<file path="src/rtl/seq_mul_unit.sv">
`timescale 1ns/1ps
`default_nettype none
// +---------------------------------------------------------------------------+
// | Module   : seq_mul_unit                                                   |
// | Brief    : Shift-add multiplier, one multiplier bit per clock, with       |
// |            bus-loaded A/B registers. Define SIGNED_MUL_EN for signed ops. |
// | Revision : 1.0                                                            |
// +---------------------------------------------------------------------------+
module seq_mul_unit #(
  parameter int WIDTH = 8
) (
  input  logic                 clk,
  input  logic                 rst,
  input  logic                 load_n,
  input  logic                 a_or_b,
  input  logic                 set_n,
  input  logic [WIDTH-1:0]     curr_in,
  output logic [2*WIDTH-1:0]   result,
  output logic                 busy,
  output logic                 done
);

  localparam int              c_PW   = 2 * WIDTH;
  localparam int              c_CW   = $clog2(WIDTH);
  localparam logic [c_CW-1:0] c_LAST = c_CW'(WIDTH - 1);

  localparam logic [1:0] c_IDLE = 2'd0;
  localparam logic [1:0] c_BUSY = 2'd1;
  localparam logic [1:0] c_DONE = 2'd2;

  logic [1:0]       r_state;
  logic [1:0]       w_state_next;
  logic             r_load_n_q;
  logic [WIDTH-1:0] r_a;
  logic [WIDTH-1:0] r_b;
  logic [c_PW-1:0]  r_mcand;
  logic [WIDTH-1:0] r_mplr;
  logic [c_PW-1:0]  r_acc;
  logic [c_CW-1:0]  r_cnt;

  logic             w_start;
  logic             w_wr;
  logic             w_go;
  logic             w_last;
  logic [WIDTH-1:0] w_a_eff;
  logic [WIDTH-1:0] w_b_eff;
  logic [WIDTH-1:0] w_a_mag;
  logic [WIDTH-1:0] w_b_mag;
  logic [c_PW-1:0]  w_acc_sum;
  logic [c_PW-1:0]  w_prod;

  assign w_start = r_load_n_q & ~load_n;
  assign w_wr    = ~set_n & (r_state != c_BUSY);
  assign w_go    = w_start & (r_state != c_BUSY);
  assign w_last  = (r_state == c_BUSY) && (r_cnt == c_LAST);

  // A write coinciding with a start must feed the new operand into the multiply
  assign w_a_eff = (w_wr & ~a_or_b) ? curr_in : r_a;
  assign w_b_eff = (w_wr &  a_or_b) ? curr_in : r_b;

  assign w_acc_sum = r_acc + (r_mplr[0] ? r_mcand : '0);

`ifdef SIGNED_MUL_EN
  logic r_sign;

  // Negating the most-negative value yields 2^(WIDTH-1), correct as unsigned
  assign w_a_mag = w_a_eff[WIDTH-1] ? (~w_a_eff + WIDTH'(1)) : w_a_eff;
  assign w_b_mag = w_b_eff[WIDTH-1] ? (~w_b_eff + WIDTH'(1)) : w_b_eff;
  assign w_prod  = r_sign ? (~w_acc_sum + c_PW'(1)) : w_acc_sum;

  always_ff @(posedge clk) begin
    if (rst) begin
      r_sign <= 1'b0;
    end else if (w_go) begin
      r_sign <= w_a_eff[WIDTH-1] ^ w_b_eff[WIDTH-1];
    end
  end
`else
  assign w_a_mag = w_a_eff;
  assign w_b_mag = w_b_eff;
  assign w_prod  = w_acc_sum;
`endif

  always_ff @(posedge clk) begin
    if (rst) begin
      r_state <= c_IDLE;
    end else begin
      r_state <= w_state_next;
    end
  end

  always_comb begin
    w_state_next = r_state;
    case (r_state)
      c_IDLE:  if (w_start) w_state_next = c_BUSY;
      c_BUSY:  if (w_last)  w_state_next = c_DONE;
      c_DONE:  if (w_start) w_state_next = c_BUSY;
      default: w_state_next = c_IDLE;
    endcase
  end

  always_comb begin
    busy = (r_state == c_BUSY);
    done = (r_state == c_DONE);
  end

  always_ff @(posedge clk) begin
    if (rst) begin
      r_load_n_q <= 1'b1;
    end else begin
      r_load_n_q <= load_n;
    end
  end

  always_ff @(posedge clk) begin
    if (rst) begin
      r_a     <= '0;
      r_b     <= '0;
      r_mcand <= '0;
      r_mplr  <= '0;
      r_acc   <= '0;
      r_cnt   <= '0;
      result  <= '0;
    end else begin
      if (w_wr) begin
        if (a_or_b) r_b <= curr_in;
        else        r_a <= curr_in;
      end
      if (w_go) begin
        r_mcand <= {{WIDTH{1'b0}}, w_a_mag};
        r_mplr  <= w_b_mag;
        r_acc   <= '0;
        r_cnt   <= '0;
      end else if (r_state == c_BUSY) begin
        r_acc   <= w_acc_sum;
        r_mcand <= r_mcand << 1;
        r_mplr  <= r_mplr >> 1;
        r_cnt   <= r_cnt + c_CW'(1);
        if (w_last) result <= w_prod;
      end
    end
  end

endmodule
`default_nettype wire

</file>
<file path="config.mk">
export PLATFORM = sky130hd
export DESIGN_NAME = seq_mul_unit
export DESIGN_NICKNAME = d
export VERILOG_FILES = /design/src/rtl/seq_mul_unit.sv
export SDC_FILE = /design/constraint.sdc
export NUM_CORES = 1
export LEC_CHECK = 0
export ABC_AREA = 1
export CAP_MARGIN = 20
export CORE_UTILIZATION = 55
export DETAILED_ROUTE_END_ITERATION = 6
export PLACE_DENSITY_LB_ADDON = 0.2
export SLEW_MARGIN = 15
export SYNTH_ARGS = -nofsm -noshare
export SYNTH_HDL_FRONTEND = slang
export SYNTH_SLANG_ARGS = --single-unit
</file>
<file path="constraint.sdc">
create_clock -name clk -period 2.44 [get_ports clk]
set_input_delay 0.61 -clock clk [delete_from_list [all_inputs] [get_ports clk]]
set_output_delay 0.61 -clock clk [all_outputs]
set_load 0.02 [all_outputs]
</file>
Yosys cells after proc, flatten, opt, wreduce, memory -nomap -nowiden

Index checks and enable logic that the tools add are counted.

Register bits after elaboration: 78
Latch bits: 0
Memory bits (writable): 0
ROM bits: 0
Input bits: 13
Output and inout bits: 18
Logic and storage cells: 46
Memories kept: 0

Add/subtract/negate cells: 2
Multiply operators: 0
Divide/modulo/power cells: 0
Magnitude comparators: 0
Eq/ne operators: 6
Shift-type cells: 0
Muxes and demuxes: 10
Bitwise logic cells: 9
Reduce and logical (&&, ||, !) cells: 9

Operator list:

| cell                  | count |
|---|---|
| $mux W8               | 6 |
| $add A16 B16 Y16      | 1 |
| $mux W16              | 1 |
| $ne A2 B1 Y1 const B  | 3 |
| $reduce_and A2 Y1     | 3 |
| $and A1 B1 Y1         | 5 |
| $mux W2               | 2 |
| $not A1 Y1            | 4 |
| $pmux W2 S2           | 1 |
| $reduce_or A2 Y1      | 2 |
| $add A3 B1 Y3 const B | 1 |
| $eq A3 B3 Y1 const B  | 1 |
| $reduce_and A3 Y1     | 1 |
| $eq A2 B1 Y1 const B  | 1 |
| $eq A2 B2 Y1 const B  | 1 |
| $logic_not A2 Y1      | 1 |
| $reduce_bool A2 Y1    | 1 |
| $logic_and A1 B1 Y1   | 1 |

Depth between registers and ports, before layout

Depth in word-level cells: 5
Mapped depth: 16
Mapped depth without buffers: 14

Worst setup path before layout

OpenSTA, ideal clock, no wires.

Path type: reg-to-reg
Start: register r_mplr[0]
End: register result[8]
Library setup time: 0.109 ns
Arrival: 1.927 ns
Data required time: 2.331 ns
Path slack: 0.404 ns
Stages on the path, launching flop included: 16
Path buffers: 2
Clock period less this slack: 2.036 ns
Cell sequence: dfxtp_1 -> buf_2 -> clkbuf_1 -> nand2_1 -> inv_1 -> ha_1 -> fa_1 -> nand2_1 -> nand2_1 -> and2_4 -> nand2_2 -> nand2_2 -> xnor2_2 -> nand2_1 -> nand2_1 -> inv_1

Word-level cells in the longest chain between the ends: 2

RTL lines:

| element                  | RTL line | text |
|---|---|---|
| start: declaration       | 37       | `logic [WIDTH-1:0] r_mplr;` |
| start signal: assignment | 131      | `r_mplr <= w_b_mag;` |
| start signal: assignment | 137      | `r_mplr <= r_mplr >> 1;` |
| $mux W16                 | 61       | `assign w_acc_sum = r_acc + (r_mplr[0] ? r_mcand : '0);` |
| $add A16 B16 Y16         | 61       |  |
| end signal: assignment   | 139      | `if (w_last) result <= w_prod;` |
| end: declaration         | 18       | `output logic [2*WIDTH-1:0] result,` |

Every way passes these cells.
A chain may end at the register's enable or synchronous reset.

Worst setup path after layout

Start: register r_mplr[0]
End: register r_acc[10]

Word-level cells in the longest chain between the ends: 2

RTL lines:

| element                | RTL line | text |
|---|---|---|
| $mux W16               | 61       |  |
| $add A16 B16 Y16       | 61       |  |
| end signal: assignment | 135      | `r_acc <= w_acc_sum;` |
| end: declaration       | 38       | `logic [c_PW-1:0] r_acc;` |

Every way passes these cells.

==> metrics.cfg <==
[cells_and_area]
nNetsFinal = 640
final_cells = 713
n_antenna_cell = 0
layout-drive-gt1-share_pct = 6.678
syn2layout_area_growth_pct = 12.50

[worst_setup_path]
r2r_cells = 14
crit_type = reg2reg
r2r_setup_slack_ns = 0.25
crit_arrival_ns = 2.46
cp.required_ns = 2.70
timing.rr.end = r_acc[10]
cp-start-kind = flop
r2r_start = r_mplr[0]
critPathCaptureType = flop
cp_max_fo = 17

[synth]
synth_commonest_cells = nand2_1, inv_1, dfxtp_1, nor2_1, nand3_1
ys_async_sr_fraction_pct = 0
yosys_warnings = 0
synth-edff-count = 0
post-synth-top-count-cell = nand2_1
synth_top_area_share_pct = 37.94
syn-cell-area_mm2 = 0.004115
synth_area_leaders = dfxtp_1, nand2_1, inv_1
ys.flop_type = dfxtp_1
yosys_register_bits = 78
synth_seq_area_share_pct = 37.94
syn_nets = 615
synth_cell_types = 34
synth_top_cell_by_area = dfxtp_1
synth_cells = 584
synth.avg_cell_area_um2 = 7.047

[place]
dp.cells = 697
place_worst_setup_slack_ns = 0.2456
gp_congestion = 0.9402
post-dp-hpwl_mm = 6.284
io_buffer_count = 30

[power]
leakagePower_nw = 2.348
peakVddDrop_mv = 0.4936
power.total_w = 0.002597
p_per_area_mw_per_mm2 = 560.9

[sta]
hold_slack_ns = 0.4715
drv_slew = 0
max_freq_mhz = 455.8
relSlewSlack_pct = 63.73
period_minus_slack_ns = 2.194
tightestPinTransition_ns = 0.5433
fin_crit_sh_pct = 89.92
final.setup.worst_slack_ns = 0.2459
skew_ns = 0.008451
setup-tns-final_ns = 0
final-setup-viol-count = 0
hold_violations = 0
rsz0062_at_grt = false

[global_routing]
grt_antenna_before_repair = 0
first_global_vias = 3400
grt_pass1_wl_mm = 14.99
grt_max_degree = 38
grt_overflow = 0
grt_use_total_pct = 25.09

[worst_hold_path]
min_from = r_cnt[1]
hold_depth = 2
min_path_type = reg2reg
holdPathEnd = r_cnt[1]

[floorplanning]
die_y_um = 88.50
rows = 31
pin_count = 31
die_width_um = 88.50
initial_core_util_pct = 56.74
core_mm2 = 0.007253
die_area_mm2 = 0.007832

[route]
routed_wl_mm = 8.743
dr.pass1.iters = 4
drt_iter0_drc = 151
detail-route-antenna-nets = 0
avgViaCountPerCell = 4.948
drc = 0
wl_per_cell_um = 12.26
vias = 3528

[cts]
clockRootBuffer = clkbuf_8
insertion_delay_ns = 0.36
clkSinkCount = 78
cts.htree.levels = 3
cts.reportedPaths.clkPinSlew_ns = 0.09
ctsResizeCount = 0
post-cts-setup-buffer-count = 0
clock_path_buffers = 2
ctsHoldBuffers = 0
cts_tree = done
cts_buffers = 9

[run]
max_cap_violations = 0

[run_status]
status = finished clean

where the power goes:
part	internal [W]	leakage, nW	switching, W	total (W)
Clock	0.000480	0.0931	0.000514	0.000994
Sequential	0.00131	0.633	0.0000223	0.00133
Combinational	0.0000970	1.62	0.000171	0.000268
Total	0.00189	2.35	0.000707	0.00260
final cells by class:
cell class	count	area, um^2
tap	99	123.9
inverter	105	394.1
clock inverter	6	71.32
timing repair buffer	36	345.3
fill	688	2624
multi-input combinational	379	2006
sequential	78	1562
clock buffer	10	127.6
metal layers:
metal  up-vias  track usage (%)  wire length (um)
met5         -                0                 0
met3        21            5.410               280
met2        55            44.34              4312
met4         0            10.56               237
li1       1868                -                 -
met1      1584            29.34              3912
worst max-delay path by stage:
stage,from,end,slack [ns]
4_1_cts,r_mplr[0],r_acc[10],0.23
5_1_grt,r_mplr[0],result[11],0.04
6_report,r_mplr[0],r_acc[10],0.25
3_5_place_dp,r_mplr[0],r_acc[10],0.25
3_3_place_gp,load_n,r_acc[3],0.32
2_1_floorplan,r_mplr[0],result[8],0.40
sequential cells by signal, summed over array words and instances (netlist names):
name / count
r_b: 8
r_a: 8
r_mplr: 8
r_mcand: 16
r_state: 2
r_acc: 16
result: 16
r_load_n_q: 1
r_cnt: 3
layout by cell type (no fill, tap or decap), drive strengths merged, types with 2 or more instances in the layout:
cell type	instances
clkbuf	10
nor3	3
o21a	9
nand2	167
xnor2	2
dfxtp	78
ha	17
a21oi	24
buf	6
o21ai	22
clkinvlp	2
inv	106
nand4	2
mux2i	15
xor2	4
nand3	33
clkdlybuf4s50	30
o21bai	2
nor2	53
or2	2
clkinv	2
o22ai	13
o211ai	6
nand3b	3
stage by stage:
stage	instance area (um^2)	utilization, %
final	4629	63.83
after detailed placement	4431	61.08
after floorplan	4115	-
after global placement	4431	61.08
after global routing	4629	63.83
after CTS	4629	63.83
cells by family after synthesis:
logic type / Yosys count / share of synthesized area, %
flops: 78 / 37.94
simple gates: 264 / 27.21
buf+inv: 127 / 13.32
compound gates: 76 / 10.76
fa+ha+maj: 18 / 5.655
mux: 15 / 3.648
xor+xnor: 6 / 1.459
worst max-delay path, cell delays in order, from the launching register on:
cell and delay, ns:
dfxtp_1 0.49, nand2_1 0.13, inv_1 0.05, ha_1 0.20, fa_1 0.42, nand2_1 0.09, nand2_1 0.07, nand3b_1 0.11
nand2_1 0.12, nand2_1 0.10, nand2_1 0.05, nand2_1 0.09, nand3_1 0.08, nand2_1 0.08, inv_1 0.03
Power figures use the tool's default switching activity.
